[src/rtl/wb_stream_fetch.sv]
// wb_stream_fetch: Wishbone read DMA that replays a memory buffer in
// incrementing bursts into a small first-word-fall-through FIFO and presents
// the words as a valid/ready stream. A burst is only launched when the FIFO
// has room for every beat of it, so the FIFO can never overflow.
module wb_stream_fetch #(
    parameter int WB_DW         = 32,
    parameter int WB_AW         = 32,
    parameter int FIFO_AW       = 4,
    parameter int MAX_BURST_LEN = 2**FIFO_AW
) (
    input  logic               clk,
    input  logic               rst_n,
    output logic [WB_AW-1:0]   wbm_adr_o,
    output logic [WB_DW/8-1:0] wbm_sel_o,
    output logic               wbm_we_o,
    output logic               wbm_cyc_o,
    output logic               wbm_stb_o,
    output logic [2:0]         wbm_cti_o,
    output logic [1:0]         wbm_bte_o,
    input  logic [WB_DW-1:0]   wbm_dat_i,
    input  logic               wbm_ack_i,
    input  logic               wbm_err_i,
    input  logic               wbm_rty_i,
    output logic [WB_DW-1:0]   stream_m_data_o,
    output logic               stream_m_valid_o,
    input  logic               stream_m_ready_i,
    input  logic               enable,
    input  logic [WB_AW-1:0]   start_adr,
    input  logic [WB_AW-1:0]   buf_size,
    input  logic [WB_AW-1:0]   burst_size,
    output logic               busy_o,
    output logic               irq_o,
    output logic               err_o
);

    localparam int DEPTH = 2**FIFO_AW;
    localparam int LEN_W = FIFO_AW + 1;
    localparam int SEL_W = WB_DW / 8;

    localparam logic [WB_AW-1:0] BYTES_PER_WORD = WB_AW'(SEL_W);
    localparam logic [WB_AW-1:0] MAX_LEN_A      = WB_AW'(MAX_BURST_LEN);
    localparam logic [WB_AW-1:0] ONE_A          = WB_AW'(1);
    localparam logic [WB_AW-1:0] ZERO_A         = {WB_AW{1'b0}};
    localparam logic [LEN_W-1:0] DEPTH_L        = LEN_W'(DEPTH);
    localparam logic [LEN_W-1:0] ONE_L          = LEN_W'(1);
    localparam logic [LEN_W-1:0] TWO_L          = LEN_W'(2);
    localparam logic [LEN_W-1:0] ZERO_L         = {LEN_W{1'b0}};
    localparam logic [2:0]       CTI_INCR       = 3'b010;
    localparam logic [2:0]       CTI_END        = 3'b111;
    localparam logic [2:0]       CTI_NONE       = 3'b000;

    typedef enum logic [1:0] {
        ST_IDLE  = 2'd0,
        ST_WAIT  = 2'd1,
        ST_BURST = 2'd2
    } state_t;

    state_t             state_r;
    logic [WB_AW-1:0]   idx_r;
    logic [WB_AW-1:0]   adr_r;
    logic [WB_AW-1:0]   buf_size_r;
    logic [LEN_W-1:0]   beats_left_r;
    logic               cyc_r;
    logic [SEL_W-1:0]   sel_r;
    logic [2:0]         cti_r;
    logic               irq_r;
    logic               err_r;
    logic               busy_r;

    logic [WB_DW-1:0]   mem_r [DEPTH];
    logic [FIFO_AW-1:0] wr_ptr_r;
    logic [FIFO_AW-1:0] rd_ptr_r;
    logic [LEN_W-1:0]   count_r;

    logic [WB_AW-1:0]   eff_len_s;
    logic [WB_AW-1:0]   remain_s;
    logic [WB_AW-1:0]   beats_s;
    logic [WB_AW-1:0]   free_s;
    logic               ack_beat_s;
    logic               err_beat_s;
    logic               last_beat_s;
    logic               buf_end_s;
    logic               fifo_wr_s;
    logic               fifo_rd_s;

    // Size of the next burst: clamped burst length, cut short at the buffer end.
    always_comb begin
        eff_len_s = ONE_A;
        remain_s  = ZERO_A;
        beats_s   = ZERO_A;
        if (burst_size == ZERO_A) begin
            eff_len_s = ONE_A;
        end else if (burst_size > MAX_LEN_A) begin
            eff_len_s = MAX_LEN_A;
        end else begin
            eff_len_s = burst_size;
        end
        if (buf_size > idx_r) begin
            remain_s = buf_size - idx_r;
        end else begin
            remain_s = ZERO_A;
        end
        if (remain_s < eff_len_s) begin
            beats_s = remain_s;
        end else begin
            beats_s = eff_len_s;
        end
        free_s = WB_AW'(DEPTH_L - count_r);
    end

    // A retry holds the beat even when ack is raised alongside it; err beats both.
    assign err_beat_s  = (state_r == ST_BURST) && cyc_r && wbm_err_i;
    assign ack_beat_s  = (state_r == ST_BURST) && cyc_r && wbm_ack_i && !wbm_err_i && !wbm_rty_i;
    assign last_beat_s = (beats_left_r == ONE_L);
    assign buf_end_s   = ((idx_r + ONE_A) == buf_size_r);
    assign fifo_wr_s   = ack_beat_s;
    assign fifo_rd_s   = (count_r != ZERO_L) && stream_m_ready_i;

    // Fetch FSM: owns every Wishbone output and the status flags as registers.
    always_ff @(posedge clk or negedge rst_n) begin
        if (!rst_n) begin
            state_r      <= ST_IDLE;
            idx_r        <= ZERO_A;
            adr_r        <= ZERO_A;
            buf_size_r   <= ZERO_A;
            beats_left_r <= ZERO_L;
            cyc_r        <= 1'b0;
            sel_r        <= {SEL_W{1'b0}};
            cti_r        <= CTI_NONE;
            irq_r        <= 1'b0;
            err_r        <= 1'b0;
            busy_r       <= 1'b0;
        end else begin
            irq_r <= 1'b0;
            case (state_r)
                ST_IDLE: begin
                    idx_r <= ZERO_A;
                    err_r <= enable ? err_r : 1'b0;
                    if (enable && (buf_size != ZERO_A) && !err_r) begin
                        state_r <= ST_WAIT;
                        busy_r  <= 1'b1;
                    end else begin
                        state_r <= ST_IDLE;
                        busy_r  <= 1'b0;
                    end
                end
                ST_WAIT: begin
                    if (!enable || (beats_s == ZERO_A)) begin
                        // Disabled, or the buffer shrank below the current index.
                        state_r <= ST_IDLE;
                        busy_r  <= 1'b0;
                        idx_r   <= ZERO_A;
                    end else if (free_s >= beats_s) begin
                        state_r      <= ST_BURST;
                        cyc_r        <= 1'b1;
                        sel_r        <= {SEL_W{1'b1}};
                        adr_r        <= start_adr + idx_r * BYTES_PER_WORD;
                        buf_size_r   <= buf_size;
                        beats_left_r <= LEN_W'(beats_s);
                        cti_r        <= (beats_s == ONE_A) ? CTI_END : CTI_INCR;
                    end else begin
                        state_r <= ST_WAIT;
                    end
                end
                ST_BURST: begin
                    if (err_beat_s) begin
                        cyc_r   <= 1'b0;
                        sel_r   <= {SEL_W{1'b0}};
                        cti_r   <= CTI_NONE;
                        err_r   <= 1'b1;
                        state_r <= ST_IDLE;
                        busy_r  <= 1'b0;
                        idx_r   <= ZERO_A;
                    end else if (ack_beat_s) begin
                        adr_r        <= adr_r + BYTES_PER_WORD;
                        beats_left_r <= beats_left_r - ONE_L;
                        cti_r        <= (beats_left_r == TWO_L) ? CTI_END : CTI_INCR;
                        if (buf_end_s) begin
                            idx_r <= ZERO_A;
                            irq_r <= 1'b1;
                        end else begin
                            idx_r <= idx_r + ONE_A;
                        end
                        if (last_beat_s) begin
                            cyc_r <= 1'b0;
                            sel_r <= {SEL_W{1'b0}};
                            cti_r <= CTI_NONE;
                            if (enable) begin
                                state_r <= ST_WAIT;
                                busy_r  <= 1'b1;
                            end else begin
                                state_r <= ST_IDLE;
                                busy_r  <= 1'b0;
                            end
                        end else begin
                            state_r <= ST_BURST;
                        end
                    end else begin
                        state_r <= ST_BURST;
                    end
                end
                default: begin
                    state_r <= ST_IDLE;
                    cyc_r   <= 1'b0;
                    sel_r   <= {SEL_W{1'b0}};
                    cti_r   <= CTI_NONE;
                    busy_r  <= 1'b0;
                    idx_r   <= ZERO_A;
                end
            endcase
        end
    end

    // FIFO storage: no reset needed, validity is tracked by the pointers.
    always_ff @(posedge clk) begin
        if (fifo_wr_s) begin
            mem_r[wr_ptr_r] <= wbm_dat_i;
        end else begin
            mem_r[wr_ptr_r] <= mem_r[wr_ptr_r];
        end
    end

    // FIFO pointers and occupancy; reset empties the FIFO.
    always_ff @(posedge clk or negedge rst_n) begin
        if (!rst_n) begin
            wr_ptr_r <= {FIFO_AW{1'b0}};
            rd_ptr_r <= {FIFO_AW{1'b0}};
            count_r  <= ZERO_L;
        end else begin
            if (fifo_wr_s) begin
                wr_ptr_r <= wr_ptr_r + FIFO_AW'(1);
            end else begin
                wr_ptr_r <= wr_ptr_r;
            end
            if (fifo_rd_s) begin
                rd_ptr_r <= rd_ptr_r + FIFO_AW'(1);
            end else begin
                rd_ptr_r <= rd_ptr_r;
            end
            case ({fifo_wr_s, fifo_rd_s})
                2'b10:   count_r <= count_r + ONE_L;
                2'b01:   count_r <= count_r - ONE_L;
                default: count_r <= count_r;
            endcase
        end
    end

    assign wbm_adr_o        = adr_r;
    assign wbm_sel_o        = sel_r;
    assign wbm_we_o         = 1'b0;
    assign wbm_cyc_o        = cyc_r;
    assign wbm_stb_o        = cyc_r;
    assign wbm_cti_o        = cti_r;
    assign wbm_bte_o        = 2'b00;
    assign stream_m_data_o  = mem_r[rd_ptr_r];
    assign stream_m_valid_o = (count_r != ZERO_L);
    assign busy_o           = busy_r;
    assign irq_o            = irq_r;
    assign err_o            = err_r;

endmodule

[config.mk]
export PLATFORM = sky130hd
export DESIGN_NAME = wb_stream_fetch
export DESIGN_NICKNAME = d
export VERILOG_FILES = /design/src/rtl/wb_stream_fetch.sv
export SDC_FILE = /design/constraint.sdc
export NUM_CORES = 1
export LEC_CHECK = 0
export CAP_MARGIN = 20
export CORE_ASPECT_RATIO = 2
export CORE_MARGIN = 10
export CORE_UTILIZATION = 40
export CTS_BUF_LIST = sky130_fd_sc_hd__clkbuf_4 sky130_fd_sc_hd__clkbuf_8
export CTS_CLUSTER_DIAMETER = 200
export DETAILED_ROUTE_END_ITERATION = 8
export DONT_BUFFER_PORTS = 1
export GPL_ROUTABILITY_DRIVEN = 0
export PLACE_DENSITY = 0.57
export SYNTH_ARGS = -nofsm -noshare
export SYNTH_HDL_FRONTEND = slang
export SYNTH_SLANG_ARGS = --single-unit
[constraint.sdc]
create_clock -name clk -period 7.9 [get_ports clk]
set_input_delay 0.79 -clock clk [delete_from_list [all_inputs] [get_ports clk]]
set_output_delay 0.79 -clock clk [all_outputs]
set_load 0.03 [all_outputs]
== After elaboration in Yosys (flattened, before gate mapping) ==
Memories as Yosys holds them, arrays and structs flattened.
Index checks and enable logic that the tools add are counted.
Operators by class
  reduce and logical (&&, ||, !) cells: 29
  bitwise gates (word level): 3
  $add $sub $neg: 10
  equality and inequality tests: 18
  magnitude comparators: 4
  mux-type cells: 66
Operators with widths (number)
  32-bit two-way mux: 13
  32-bit one-hot mux with 2 select lines: 2
  32-bit zero test: 2
  32-bit by 1-bit adder with 32-bit output, second input constant: 1
  32-bit by 3-bit adder with 32-bit output, second input constant: 1
  32-bit adder: 1
  32-bit by 1-bit equality test with 1-bit output, second input constant: 1
  32-bit equality test: 1
  32-bit greater-or-equal comparator: 1
  32-bit greater-than comparator: 1
  32-bit by 5-bit greater-than comparator with 1-bit output, second input constant: 1
  32-bit less-than comparator: 1
  32-bit nonzero test: 1
  32-bit subtractor: 1
  1-bit two-way mux: 22
  3-bit two-way mux: 7
  4-bit two-way mux: 5
  5-bit two-way mux: 4
  5-bit one-hot mux with 2 select lines: 2
  2-bit != test, second input constant: 7
  4-bit one-hot mux with 3 select lines: 1
  2-bit two-way mux: 5
  5-bit AND reduction: 2
  5-bit by 1-bit subtractor with 5-bit output, second input constant: 2
  other kinds (24): 45
Storage, ports and cells
  output and inout bits: 80
  register bits after elaboration: 127
  memories kept: 1
  RAM bits: 512
Memory list
  mem_r: words 16, width 32, read ports 1, clocked after memory_dff 0, wr ports 1, RTL line 70  | logic [WB_DW-1:0] mem_r [DEPTH];

== Longest topological paths before layout ==
  depth after elaboration: 10
  depth in mapped cells: 41
  depth with buffers taken out: 37

== Least setup slack after synthesis ==
OpenSTA, ideal clock, no wires.
  kind: in2reg
  start: in buf_size[0]
  end: reg adr_r[10] (netlist: wbm_adr_o[10])
  required time: 7.796 ns
  stages on the path: 40
  library setup time: 0.104 ns
  setup slack: 0.205 ns
  path buffers: 5
  arrival: 7.591 ns
  path through: inv_1 -> ha_1 -> inv_1 -> fa_1 -> a21o_1 -> a22o_1 -> o21ai_2 -> nand2b_1 -> nand2_1 -> nand2_1 -> clkbuf_1 -> clkbuf_1 -> nor2_1 -> ha_1 -> a21o_1 -> nand3_1 -> a21oi_1 -> a211oi_1 -> [4 not listed] -> clkbuf_1 -> clkbuf_1 -> nand2_1 -> ha_1 -> a21o_1 -> a21o_1 -> a21o_1 -> a21o_1 -> a21oi_1 -> o21a_1 -> nand2_1 -> a21oi_1 -> nand2b_1 -> o21ai_1 -> o21ai_2 -> buf_4 -> o21bai_1 -> a221oi_1
On the way
  longest elaborated chain between the ends: 8
  elaborated cells between the ends (all ways): 11
  those cells by class: add/sub (1); order compare (3); eq/ne (2); mux (2); reduce/logical (3)
Ends and longest elaborated chain
  start: declaration: RTL line 29  | input logic [WB_AW-1:0] buf_size,
  32-bit subtractor or 32-bit greater-than comparator (tied branches): RTL line 99, 98
  32-bit two-way mux *: RTL line 98  | if (buf_size > idx_r) begin
  32-bit less-than comparator: RTL line 103  | if (remain_s < eff_len_s) begin
  32-bit two-way mux *: RTL line 103
  parallel branches: the longest is 3 deep, another holds 32-bit greater-or-equal comparator
  5-bit AND reduction (no line) *
  end signal: assignment: RTL line 157  | adr_r <= start_adr + idx_r * BYTES_PER_WORD;
  end signal: assignment: RTL line 175  | adr_r <= adr_r + BYTES_PER_WORD;
  end: declaration: RTL line 60  | logic [WB_AW-1:0] adr_r;
Mark *: on every way between the ends.
A chain may end at the register's enable or synchronous reset.

== Worst setup path in the final report ==
  start: reg idx_r[12]
  end: reg adr_r[29] (netlist: wbm_adr_o[29])
On the way
  longest elaborated chain between the ends: 8
  elaborated cells between the ends (all ways): 15
  those cells by class: add/sub (2); order compare (3); eq/ne (2); mux (5); reduce/logical (3)
Ends and longest elaborated chain
  start: declaration: RTL line 59  | logic [WB_AW-1:0] idx_r;
  start signal: assignment: RTL line 182  | idx_r <= idx_r + ONE_A;
  parallel branches: the longest is 8 deep, another holds 32-bit subtractor
Parallel ways; which one is timed is not known. The select of a mux whose other input is x is not followed.

==> impl_metrics.toml <==
[setup_path]
startpoint_type = "flop"
crit_top_cell = "buf_4"
cp_top_family = "compound AO/OA/AOI/OAI gates"
cp_slowest_stage_delay_ns = 0.54
end_kind = "flop"
cp.required_ns = 8.53
crit_fanout = 12
critPathArrivalTime_ns = 8.22
crit_path_top_delay_cell = "xnor2_1"
path_class = "reg -> reg"
path_buf_inv = 10

[synth]
synthCells = 2305
seq_area_frac_synth = 0.5752
synth-edff-count = 512
yosys.area.top_type_share = 0.4799
async_flop_share = 0.1924
synth_area_um2 = 32040
synth_top_area_cell = "edfxtp_1"
synthTopCellsByArea = "edfxtp_1 48%, mux4_2 11%, dfrtp_1 9.5%"
synth_top_flop_cell = "edfxtp_1"
yosys_warnings = 0
synth_seq_cells = 634
yosysUniqueCellTypes = 85
syn_avg_cell_area_um2 = 13.90

[power]
p_sw_frac = 0.3179
p_leak_nw = 13.19
clkPwrFrac = 0.289
pwr-share-seq = 0.417
irDropWorstVdd_uv = 232.4
p_switching_w = 0.002906
power.density_nw_per_um2 = 251.0
p_int_w = 0.006234
pwr-share-comb = 0.295

[grt]
overflow = 0
grt_pass1_wl_um = 143500
grt_max_degree = 123
grt_usage = 0.2119
antenna_found_initial = 4
grt_pass1_vias = 22770

[hold_path]
hold_path.class = "in -> reg"

[detailed_routing]
drtAntennaViolNets = 0
routed_wirelength_um = 97440
drt_iter0_drc = 1544
dr.pass1.iters = 6
drc = 0
num_vias = 21200
vias_per_cell = 5.853
wl_per_cell_um = 26.90

[clocking]
path_clk_slew_ns = 0.07
cts_tree = "yes"
cts.sinks = 634
cts_buffers = 91
insertion_delay_ns = 0.73
cts_root_buf = "clkbuf_8"
clockBufferDepth = 3
cts-htree-levels = 3

[place]
place_ws_ns = -0.2558
port_buffers = 0
placed_cell_area_um2 = 34500
hpwl_um = 68380

[floorplan]
core-area_um2 = 79280
dieHeight_um = 420.2
initial_utilization = 0.4041
std_cell_rows = 146
ios = 215
fp.dieArea_um2 = 92510
die_w_um = 220.1

[timing]
worst_pin_slew_ns = 1.110
skew_ns = 0.03003
maxSlewHeadroom = 0.2506
setup_ws_ns = 0.3072
layout_min_cycle_time_ns = 7.593
finalHoldViolations = 0
setup_violations = 0
fmax_mhz = 131.7
drv_slew = 0
fin_crit_sh = 0.9611

[finish]
final_core_utilization = 0.4594
final_layout_size_suffix_gt1_frac = 0.2206
nNetsFinal = 2799
finalInstanceArea_um2 = 36420
syn_to_final_growth_pct = 13.67

[outcome]
outcome = "finished clean"

[flow_run]
cap_viol_max_count = 0
kinds of logic after synthesis:
kind of cell | after synthesis | synth area share
simple gates | 574 | 0.09025
flops | 634 | 0.5752
mux | 200 | 0.1264
compound gates | 458 | 0.09540
other cells | 2 | 0.0002344
fa+ha+maj | 147 | 0.05811
buf+inv | 175 | 0.02300
xor+xnor | 115 | 0.03144
layout by cell type, fill, tap and decap left out, drive strengths merged, types with 5 or more instances in the layout:
cell	n
o41ai	7
a2111oi	5
nand2	148
nand4	43
edfxtp	512
ha	144
conb	30
dfrtp	122
xor2	42
clkinv	35
o21bai	5
and2	30
nand2b	25
a221oi	24
o211ai	12
o31ai	17
buf	191
a31oi	15
clkbuf	113
a21oi	114
o21ai	134
nor2b	15
xnor2	73
a221o	5
and4	7
nor3	35
nor2	114
mux4	160
or3	17
o2111ai	15
a211oi	9
a21o	42
or2	8
and3	35
inv	81
mux2	37
nand3	51
a311oi	5
nor4	31
o21a	14
final cells by class:
class | instances | area [um^2]
clock buffer | 113 | 1430
fill | 7066 | 42860
timing repair buffer | 192 | 1518
inverter | 74 | 277.8
antenna | 2 | 5.005
sequential | 634 | 18440
multi-input combinational | 1524 | 13080
tap | 1036 | 1296
clock inverter | 47 | 372.9
registers in the layout, indices dropped and copies added, names as in the netlist, 2 cells and up:
register / cells
beats_left_r: 5
wr_ptr_r: 4
wbm_adr_o: 32
buf_size_r: 32
idx_r: 32
state_r: 2
count_r: 5
rd_ptr_r: 4
wbm_cti_o: 2
mem_r: 512
path summary, 6_finish.rpt:
check | cells past startpoint | slack, ns | from | endpoint
min reg2reg | 1 | 0.50 | buf_size_r[24] | buf_size_r[24]
min | 0 | 0.16 | wbm_dat_i[1] | mem_r[10][1]
max | 40 | 0.31 | idx_r[12] | wbm_adr_o[29]
min in group asynchronous | 2 | 0.61 | rst_n | idx_r[0]
max reg2reg | 40 | 0.31 | idx_r[12] | wbm_adr_o[29]
max in group asynchronous | 2 | 6.50 | rst_n | idx_r[16]
cells in the mapped netlist, types with 7 or more instances:
cell type	n
a21o_1	42
a21oi_1	114
a221oi_1	23
a31oi_1	15
and2_1	29
and3_1	35
and4_1	7
buf_1	16
buf_2	16
buf_4	10
clkbuf_1	56
dfrtp_1	122
edfxtp_1	512
ha_1	144
inv_1	73
mux2_1	35
mux4_2	160
nand2_1	148
nand2b_1	25
nand3_1	51
nand4_1	43
nor2_1	114
nor2b_1	15
nor3_1	33
nor4_1	30
o2111ai_1	15
o211ai_1	12
o21a_1	14
o21ai_0	77
o21ai_1	55
o31ai_2	11
or3_1	17
xnor2_1	73
xor2_1	42
what timing repair did:
| action | 4_1_cts | 5_1_grt |
|---|---|---|
| buffers inserted | 0 | 2 |
| hold endpoints to repair | 122 | 0 |
| endpoints found under the setup margin | 0 | 37 |
| gates resized for setup | 0 | 18 |
| hold buffers | 2 | 0 |
power groups by stage:
stage               Combinational (W)  Clock [W]  Sequential, W
floorplan                     0.00217          0        0.00372
global placement              0.00266          0        0.00389
detailed placement            0.00271          0        0.00389
CTS                           0.00274    0.00272        0.00381
global route                  0.00292    0.00286        0.00383
finish                        0.00269    0.00264        0.00381
per-stage QoR:
stage	setup TNS (ns)	total power (W)	instances	hold slack [ns]
detailed placement	-3.306	0.006599	3456	0.4965
CTS	0	0.009276	3618	0.05075
floorplan	0	0.005892	2333	0.4713
finish	0	0.009140	3622	0.1584
global route	-0.5108	0.009604	3621	0.07216
global placement	-2.086	0.006546	3456	0.4846
layer usage:
metal / GRT usage / vias up / part of all wire
li1: - / 9473 / -
met1: 0.2035 / 10610 / 0.32
met2: 0.3882 / 856 / 0.53
met3: 0.06453 / 263 / 0.081
met4: 0.1237 / 2 / 0.062
met5: 0 / - / 0.00014
Power figures use the tool's default switching activity.
